[src/rtl/pipeline_hazard_ctrl_pkg.sv]
`default_nettype none
// ============================================================================
//  Module      : pipeline_hazard_ctrl_pkg
//  Description : Shared types and constants for the pipeline stall/flush
//                controller: D-cache miss FSM state encoding, default
//                register-index width and the x0 register index.
//  Revision    : 1.0 - initial release
// ============================================================================
package pipeline_hazard_ctrl_pkg;

    localparam int REG_ADDR_W = 5;

    // x0 is hard-wired to zero, so a load targeting it never creates a hazard.
    localparam int C_X0_IDX   = 0;

    typedef enum logic [1:0] {
        ST_IDLE      = 2'd0,
        ST_WRITEBACK = 2'd1,
        ST_REFILL    = 2'd2,
        ST_DONE      = 2'd3
    } state_t;

endpackage : pipeline_hazard_ctrl_pkg
`default_nettype wire

[src/rtl/pipeline_hazard_ctrl_hazard_detect.sv]
`default_nettype none
// ============================================================================
//  Module      : hazard_detect
//  Description : Purely combinational load-use and taken-branch detection.
//                Load-use wins over the branch flush because the branch
//                operands are not yet available.
//  Ports       : i_id_rs1 / i_id_rs2   - source registers of the ID instruction
//                i_ex_memread / i_ex_rd - load flag and destination in EX
//                i_branch_taken        - branch in ID resolved taken
//                o_lu                  - load-use hazard detected
//                o_flush               - IF/ID flush request
//  Revision    : 1.0 - initial release
// ============================================================================
module hazard_detect #(
    parameter int ADDR_W = 5
) (
    input  logic [ADDR_W-1:0] i_id_rs1,
    input  logic [ADDR_W-1:0] i_id_rs2,
    input  logic              i_ex_memread,
    input  logic [ADDR_W-1:0] i_ex_rd,
    input  logic              i_branch_taken,
    output logic              o_lu,
    output logic              o_flush
);
    import pipeline_hazard_ctrl_pkg::*;

    logic w_rd_nonzero;
    logic w_rd_match;

    assign w_rd_nonzero = (i_ex_rd != ADDR_W'(C_X0_IDX));
    assign w_rd_match   = (i_ex_rd == i_id_rs1) | (i_ex_rd == i_id_rs2);
    assign o_lu         = i_ex_memread & w_rd_nonzero & w_rd_match;
    assign o_flush      = i_branch_taken & ~o_lu;

endmodule : hazard_detect
`default_nettype wire

[src/rtl/pipeline_hazard_ctrl.sv]
`default_nettype none
// ============================================================================
//  Module      : pipeline_hazard_ctrl
//  Description : Central stall/flush controller for the 5-stage pipeline.
//                Combines load-use / branch hazard handling with a D-cache
//                miss FSM (write-back + refill handshake) that freezes the
//                whole pipeline, plus saturating stall and miss counters.
//  Ports       : clk_i, rst_i (sync, active-high)
//                id_rs1_i, id_rs2_i, ex_memread_i, ex_rd_i, id_branch_taken_i
//                dc_req_i, dc_hit_i, dc_dirty_i, mem_ack_i
//                pc_write_o, ifid_stall_o, ifid_flush_o, idex_bubble_o,
//                cpu_stall_o, mem_wr_req_o, mem_rd_req_o, dc_refill_o,
//                stall_cnt_o, miss_cnt_o
//  Revision    : 1.0 - initial release
// ============================================================================
module pipeline_hazard_ctrl #(
    parameter int REG_ADDR_W = 5,
    parameter int CNT_W      = 16
) (
    input  logic                  clk_i,
    input  logic                  rst_i,
    input  logic [REG_ADDR_W-1:0] id_rs1_i,
    input  logic [REG_ADDR_W-1:0] id_rs2_i,
    input  logic                  ex_memread_i,
    input  logic [REG_ADDR_W-1:0] ex_rd_i,
    input  logic                  id_branch_taken_i,
    input  logic                  dc_req_i,
    input  logic                  dc_hit_i,
    input  logic                  dc_dirty_i,
    input  logic                  mem_ack_i,
    output logic                  pc_write_o,
    output logic                  ifid_stall_o,
    output logic                  ifid_flush_o,
    output logic                  idex_bubble_o,
    output logic                  cpu_stall_o,
    output logic                  mem_wr_req_o,
    output logic                  mem_rd_req_o,
    output logic                  dc_refill_o,
    output logic [CNT_W-1:0]      stall_cnt_o,
    output logic [CNT_W-1:0]      miss_cnt_o
);
    import pipeline_hazard_ctrl_pkg::*;

    logic             w_lu;
    logic             w_flush;
    logic             w_miss;
    logic             w_cpu_stall;

    state_t           r_state;
    logic             r_wr_req;
    logic             r_rd_req;
    logic             r_refill;
    logic [CNT_W-1:0] r_stall_cnt;
    logic [CNT_W-1:0] r_miss_cnt;

    hazard_detect #(
        .ADDR_W (REG_ADDR_W)
    ) u_hazard_detect (
        .i_id_rs1       (id_rs1_i),
        .i_id_rs2       (id_rs2_i),
        .i_ex_memread   (ex_memread_i),
        .i_ex_rd        (ex_rd_i),
        .i_branch_taken (id_branch_taken_i),
        .o_lu           (w_lu),
        .o_flush        (w_flush)
    );

    // A miss freezes the pipeline in the very cycle it is detected, so the
    // stall is combinational on the request/hit inputs as well as the state.
    assign w_miss      = dc_req_i & ~dc_hit_i;
    assign w_cpu_stall = (r_state != ST_IDLE) | w_miss;

    // The freeze masks all hazard actions; since nothing moves, the hazard is
    // simply re-detected once the freeze releases.
    assign cpu_stall_o   = w_cpu_stall;
    assign pc_write_o    = ~w_cpu_stall & ~w_lu;
    assign ifid_stall_o  = ~w_cpu_stall & w_lu;
    assign idex_bubble_o = ~w_cpu_stall & w_lu;
    assign ifid_flush_o  = ~w_cpu_stall & w_flush;

    assign mem_wr_req_o  = r_wr_req;
    assign mem_rd_req_o  = r_rd_req;
    assign dc_refill_o   = r_refill;
    assign stall_cnt_o   = r_stall_cnt;
    assign miss_cnt_o    = r_miss_cnt;

    // Miss FSM with request/strobe outputs registered alongside the state so
    // they always match the state they belong to.
    always_ff @(posedge clk_i) begin
        if (rst_i) begin
            r_state     <= ST_IDLE;
            r_wr_req    <= 1'b0;
            r_rd_req    <= 1'b0;
            r_refill    <= 1'b0;
            r_stall_cnt <= '0;
            r_miss_cnt  <= '0;
        end else begin
            if (w_cpu_stall && (r_stall_cnt != '1)) begin
                r_stall_cnt <= r_stall_cnt + CNT_W'(1);
            end

            case (r_state)
                ST_IDLE: begin
                    if (w_miss) begin
                        if (r_miss_cnt != '1) begin
                            r_miss_cnt <= r_miss_cnt + CNT_W'(1);
                        end
                        if (dc_dirty_i) begin
                            r_state  <= ST_WRITEBACK;
                            r_wr_req <= 1'b1;
                        end else begin
                            r_state  <= ST_REFILL;
                            r_rd_req <= 1'b1;
                        end
                    end
                end
                ST_WRITEBACK: begin
                    if (mem_ack_i) begin
                        r_state  <= ST_REFILL;
                        r_wr_req <= 1'b0;
                        r_rd_req <= 1'b1;
                    end
                end
                ST_REFILL: begin
                    if (mem_ack_i) begin
                        r_state  <= ST_DONE;
                        r_rd_req <= 1'b0;
                        r_refill <= 1'b1;
                    end
                end
                ST_DONE: begin
                    r_state  <= ST_IDLE;
                    r_refill <= 1'b0;
                end
                default: begin
                    r_state  <= ST_IDLE;
                    r_wr_req <= 1'b0;
                    r_rd_req <= 1'b0;
                    r_refill <= 1'b0;
                end
            endcase
        end
    end

endmodule : pipeline_hazard_ctrl
`default_nettype wire

[config.mk]
export PLATFORM = sky130hd
export DESIGN_NAME = pipeline_hazard_ctrl
export DESIGN_NICKNAME = d
export VERILOG_FILES = /design/src/rtl/pipeline_hazard_ctrl_pkg.sv /design/src/rtl/pipeline_hazard_ctrl_hazard_detect.sv /design/src/rtl/pipeline_hazard_ctrl.sv
export SDC_FILE = /design/constraint.sdc
export NUM_CORES = 1
export LEC_CHECK = 0
export BUFFER_PORTS_ARGS = -buffer_cell sky130_fd_sc_hd__clkbuf_2
export CORE_ASPECT_RATIO = 1.1
export CORE_MARGIN = 5
export CORE_UTILIZATION = 52
export DETAILED_ROUTE_END_ITERATION = 8
export PLACE_DENSITY = 0.84
export SYNTH_ARGS = -nofsm -noshare
export SYNTH_HDL_FRONTEND = slang
export SYNTH_SLANG_ARGS = --single-unit
export TNS_END_PERCENT = 20
[constraint.sdc]
create_clock -name clk_i -period 2.45 [get_ports clk_i]
set_input_delay 0 -clock clk_i [delete_from_list [all_inputs] [get_ports clk_i]]
set_output_delay 0 -clock clk_i [all_outputs]
set_load 0.01 [all_outputs]
=== Word-level counts from Yosys, hierarchy flattened ===
Index checks and enable logic that the tools add are counted.

* Output and inout port bits: 40
* Register bits after elaboration: 37
* Logic and storage cells: 58
* Input bits: 23

* Bitwise gates (word level): 12
* Muxes and demuxes: 14
* Equality and inequality tests: 12
* $add $sub $neg: 2
* Reduce and logical (&&, ||, !) cells: 12

{| class="wikitable"
|+ Operator list
! cell !! number
|-
| $add A16 B1 Y16 const B || 2
|-
| $ne A16 B16 Y1 const B || 2
|-
| $eq A5 B5 Y1 || 2
|-
| $ne A2 B2 Y1 const B || 5
|-
| $mux W2 || 4
|-
| $pmux W2 S4 || 1
|-
| $and A1 B1 Y1 || 7
|-
| $mux W1 || 6
|-
| $reduce_and A3 Y1 || 2
|-
| $reduce_bool A2 Y1 || 3
|-
| $reduce_and A5 Y1 || 1
|-
| $reduce_bool A5 Y1 || 1
|-
| $eq A2 B2 Y1 const B || 2
|-
| $pmux W1 S2 || 2
|-
| $reduce_and A4 Y1 || 1
|-
| $not A1 Y1 || 3
|-
| $pmux W1 S3 || 1
|-
| $reduce_bool A3 Y1 || 1
|-
| $eq A2 B1 Y1 const B || 1
|-
| $logic_not A2 Y1 || 1
|-
| $or A1 B1 Y1 || 2
|-
| $reduce_and A2 Y1 || 1
|-
| $logic_and A1 B1 Y1 || 1
|}

=== Longest topological paths before layout ===
* Depth in word-level cells: 6
* Gate-level depth with buffers: 8
* Mapped depth without buffers: 7

=== By module ===
From an unflattened synthesis, not the netlist that was laid out.

* Cells, all modules: 256
* Area total of the unflattened synthesis: 2198.4 µm²

{| class="wikitable"
|+ Modules (own cells, without submodules)
! module !! area an instance (µm²) !! instances !! cells an instance
|-
| pipeline_hazard_ctrl || 2053.2 || 1 || 235
|-
| hazard_detect || 145.1 || 1 || 21
|}

=== Worst setup path before layout ===
OpenSTA, ideal clock, no wires.

* Path type: flip-flop to flip-flop
* Start point: register r_state[0]
* End point: register r_miss_cnt[13], in the netlist miss_cnt_o[13]
* Arrival time: 1797 ps
* Cell stages (with the launch flop): 8
* Data required time: 2329 ps
* Period minus slack after synthesis: 1917 ps
* Library setup time: 121 ps
* Slack: 533 ps
* Path through: dfxtp_1 inv_1 ha_1 buf_4 nand3b_4 or4_1 nor3_1 mux2_2

* Cells in the longest elaborated chain, start to end: 2

{| class="wikitable"
|+ Ends and longest elaborated chain
! element !! line !! RTL
|-
| start: declaration || pipeline_hazard_ctrl.sv:49 || <nowiki>state_t r_state;</nowiki>
|-
| start signal: assignment || pipeline_hazard_ctrl.sv:91 || <nowiki>r_state <= ST_IDLE;</nowiki>
|-
| start signal: assignment || pipeline_hazard_ctrl.sv:109 || <nowiki>r_state <= ST_WRITEBACK;</nowiki>
|-
| start signal: assignment || pipeline_hazard_ctrl.sv:112 || <nowiki>r_state <= ST_REFILL;</nowiki>
|-
| $logic_not A2 Y1 || pipeline_hazard_ctrl.sv:102 || <nowiki>case (r_state)</nowiki>
|-
| $reduce_and A3 Y1 (no source line) || - ||
|-
| end signal: assignment || pipeline_hazard_ctrl.sv:106 || <nowiki>r_miss_cnt <= r_miss_cnt + CNT_W'(1);</nowiki>
|-
| end: declaration || pipeline_hazard_ctrl.sv:54 || <nowiki>logic [CNT_W-1:0] r_miss_cnt;</nowiki>
|}

No other way between the ends.
A chain may end at the register's enable or synchronous reset.

=== Worst setup path in the final report ===
Ends and elaborated chain as after synthesis.

==> metrics <==
Setup Skew=0.00687 ns; sequential area share after synthesis=0.341; hold depth=4; status=finished, final reports clean; period utilisation layout=0.893; FF+latch area=741 um^2; DP Cell Count=around 360; DR iter-0 viols=119; vias per cell=between 5 and 6; die area=between 0.005 and 0.006 mm^2; CP delay by family, top=simple AND/OR/NAND/NOR gates; multi-input logic area=0.00134 mm^2; Post-synth ARST share=0; share of layout cells above drive strength 1=0.273; final core occ=0.651; Boundary Pins=63; Reg-to-Reg Start=r_state[0]$_SDFFE_PP0P_; vias=roughly 2.2k; Clk pin slew, worst setup/hold paths=0.07 ns; Slew @ Worst Pin=slightly below 0.9 ns; Clock power frac=0.269; Yosys reg bits=37; Max Slew Vio Count=0; Crit Path Category=reg -> reg; total wire length=~5200 um; total grt overflow=0; H-tree depth=2; worst path cell trace=inv_1 -> ha_1 -> nand3b_4 -> or4_1 -> nor3_1 -> mux2_2; PD cells=624 mW/mm^2; final total power=about 1.6 mW; CP endpoint kind=register; Filler cells=~340; Worst Reg2Reg Path Length in Cells=6; Hold-fix buffers, CTS=1; Layout area overhead=19.6%; CP max-delay cell=or4_1; Initial Utilization=0.544; Ant. Diodes=0; Worst VDD drop=approximately 0.34 mV; switching fraction of total power=0.339; Horiz. Die Dim=slightly above 70 um; switching power=between 0.5 and 0.6 mW; Max Clk Rate=about 460 MHz; hold_sp=dc_dirty_i; ys flop type=dfxtp_1; post-layout min period=around 2.2 ns; crit-path max FO=8; Mapped Cells=258; hold worst-path end=mem_wr_req_o$_SDFFE_PP0P_; cts bufs inserted=5; postcts setup bufs=0; Worst Path Buf+Inv=1; CP max stage delay=between 0.5 and 0.6 ns; gr usage total=0.203; Routed Antenna Nets=0; nets@finish=between 300 and 400; count of maximum capacitance violations=0; CTS Sinks=37; core area=~0.0040 mm^2; TritonCTS clock tree=built; I/O Buffers=between 60 and 70; number of global-route vias before repair=2122; Leak=0.987 nW; Post-CTS Resized=0; YS warnings=0; Residual DRC=0; pin count of the biggest net entering global routing=46; commonest cells after routing, fill and taps aside=clkbuf_2, dfxtp_1, a21oi_1, nor2_1, o21ai_0; Arr. time, crit path=2.37 ns; non-filler cells, final=371; Synth cell types=53; Int Power=1.07 mW; Clk Latency, worst-skew pair=around 0.29 ns; commonest non-fill, non-tap cell in the layout=clkbuf_2; number of antenna violations at the first check in global routing=0; Mean Syn Cell Area=between 8 and 9 um^2; worst path required time=2.63 ns; DR pass1 iterations=4; critical path launch point type=register; final setup TNS=0 ns; register-to-register setup slack=0.26 ns; clock tree root driver cell=clkbuf_8; Comb pwr share=0.301; Seq pwr share=0.430; routed length per instance=14.1 um; Synth Cell Area=around 0.0022 mm^2; row cnt=24; final-report hold violation count=0; Detail Placement HPWL=between 3000 and 4000 um; GPL Wtd Cong=approximately 0.84; Worst R2R End=miss_cnt_o[13]$_SDFFE_PP0P_; worst hold path type=in -> reg; slew margin rel.=0.422; global-route wire length before repair=about 9500 um; Synth Net Count=about 290; Post-synth EDFFs=0; RSZ-0062 raised after global routing=false; Die Ht=77.8 um; Final Setup Violations=0; Max Root-Sink Buffers=2
-- cell families (layout without fill, tap and decap cells) --
family / count (synthesis) / in the layout / synth area share
and+or+nand+nor: 103 / 103 / 0.281
AOI/OAI and AO/OA: 73 / 73 / 0.218
adders and majority gates: 6 / 6 / 0.0345
muxes: 8 / 8 / 0.0409
buffers and inverters: 21 / 82 / 0.0449
xor gates and xnor gates: 10 / 10 / 0.0403
DFF: 37 / 37 / 0.341
-- registers in the layout, summed over array words and instances, names as in the netlist --
name          cells
mem_wr_req_o      1
stall_cnt_o      16
miss_cnt_o       16
r_state           2
mem_rd_req_o      1
dc_refill_o       1
-- cell type report --
class / count / share of cell area
multi-input combinational: 200 / 0.513
tap: 52 / 0.0250
clock buffer: 7 / 0.0332
timing repair buffer: 65 / 0.129
sequential: 37 / 0.285
inverter: 10 / 0.0144
-- tightest hold or removal path, cell delays in order --
cell	delay (ns)
clkbuf_2	0.10
a31oi_1	0.12
or2_2	0.11
a21oi_1	0.06
-- cell usage after synthesis, types with 3 or more instances --
cell type	instances	area [um^2]
a211oi_1	6	45.0
a21oi_1	28	140
and3_1	3	18.8
buf_2	3	15.0
clkbuf_1	3	11.3
dfxtp_1	37	741
ha_1	6	75.1
inv_1	9	33.8
mux2_2	7	78.8
nand2_1	12	45.0
nand3_1	9	45.0
nand4_1	8	50.1
nor2_1	16	60.1
nor2b_1	7	43.8
nor3_1	6	30.0
nor4_1	5	31.3
o21ai_0	14	70.1
o31ai_1	7	52.6
or3_1	11	68.8
or4_1	9	67.6
xnor2_1	10	87.6
-- power by group through the flow --
stage | registers, mW | logic [mW] | clock network (mW)
after floorplan | 0.718 | 0.340 | 0
after global placement | 0.709 | 0.475 | 0
after detailed placement | 0.712 | 0.490 | 0
after CTS | 0.698 | 0.492 | 0.450
after global routing | 0.708 | 0.556 | 0.476
final | 0.698 | 0.489 | 0.436
-- worst max path at each step --
| stage | to | cells past startpoint | slack [ns] | start |
|---|---|---|---|---|
| finish | miss_cnt_o[13]$_SDFFE_PP0P_ | 6 | 0.26 | r_state[0]$_SDFFE_PP0P_ |
| global route | pc_write_o | 7 | 0.08 | r_state[1]$_SDFFE_PP0P_ |
| detailed placement | miss_cnt_o[13]$_SDFFE_PP0P_ | 6 | 0.30 | r_state[1]$_SDFFE_PP0P_ |
| global placement | miss_cnt_o[13]$_SDFFE_PP0P_ | 6 | 0.38 | r_state[0]$_SDFFE_PP0P_ |
| floorplan | miss_cnt_o[13]$_SDFFE_PP0P_ | 7 | 0.53 | r_state[0]$_SDFFE_PP0P_ |
| CTS | miss_cnt_o[13]$_SDFFE_PP0P_ | 6 | 0.29 | r_state[1]$_SDFFE_PP0P_ |
-- metal layers --
metal | track usage | vias up | share of wire
met3 | 0.0413 | 6 | 0.052
met2 | 0.344 | 53 | 0.49
met4 | 0.0771 | 0 | 0.015
met5 | 0 | - | 0
li1 | - | 1091 | -
met1 | 0.251 | 1029 | 0.45
-- through the flow --
step           hold WS (ns)  setup slack (ns)  instance area, um^2
2_1_floorplan        0.0909             0.533                 2170
3_3_place_gp          0.273             0.384                 2500
3_5_place_dp          0.279             0.300                 2500
4_1_cts               0.135             0.289                 2600
5_1_grt               0.175            0.0827                 2600
6_report              0.142             0.262                 2600
(Power assumes the default switching activity.)
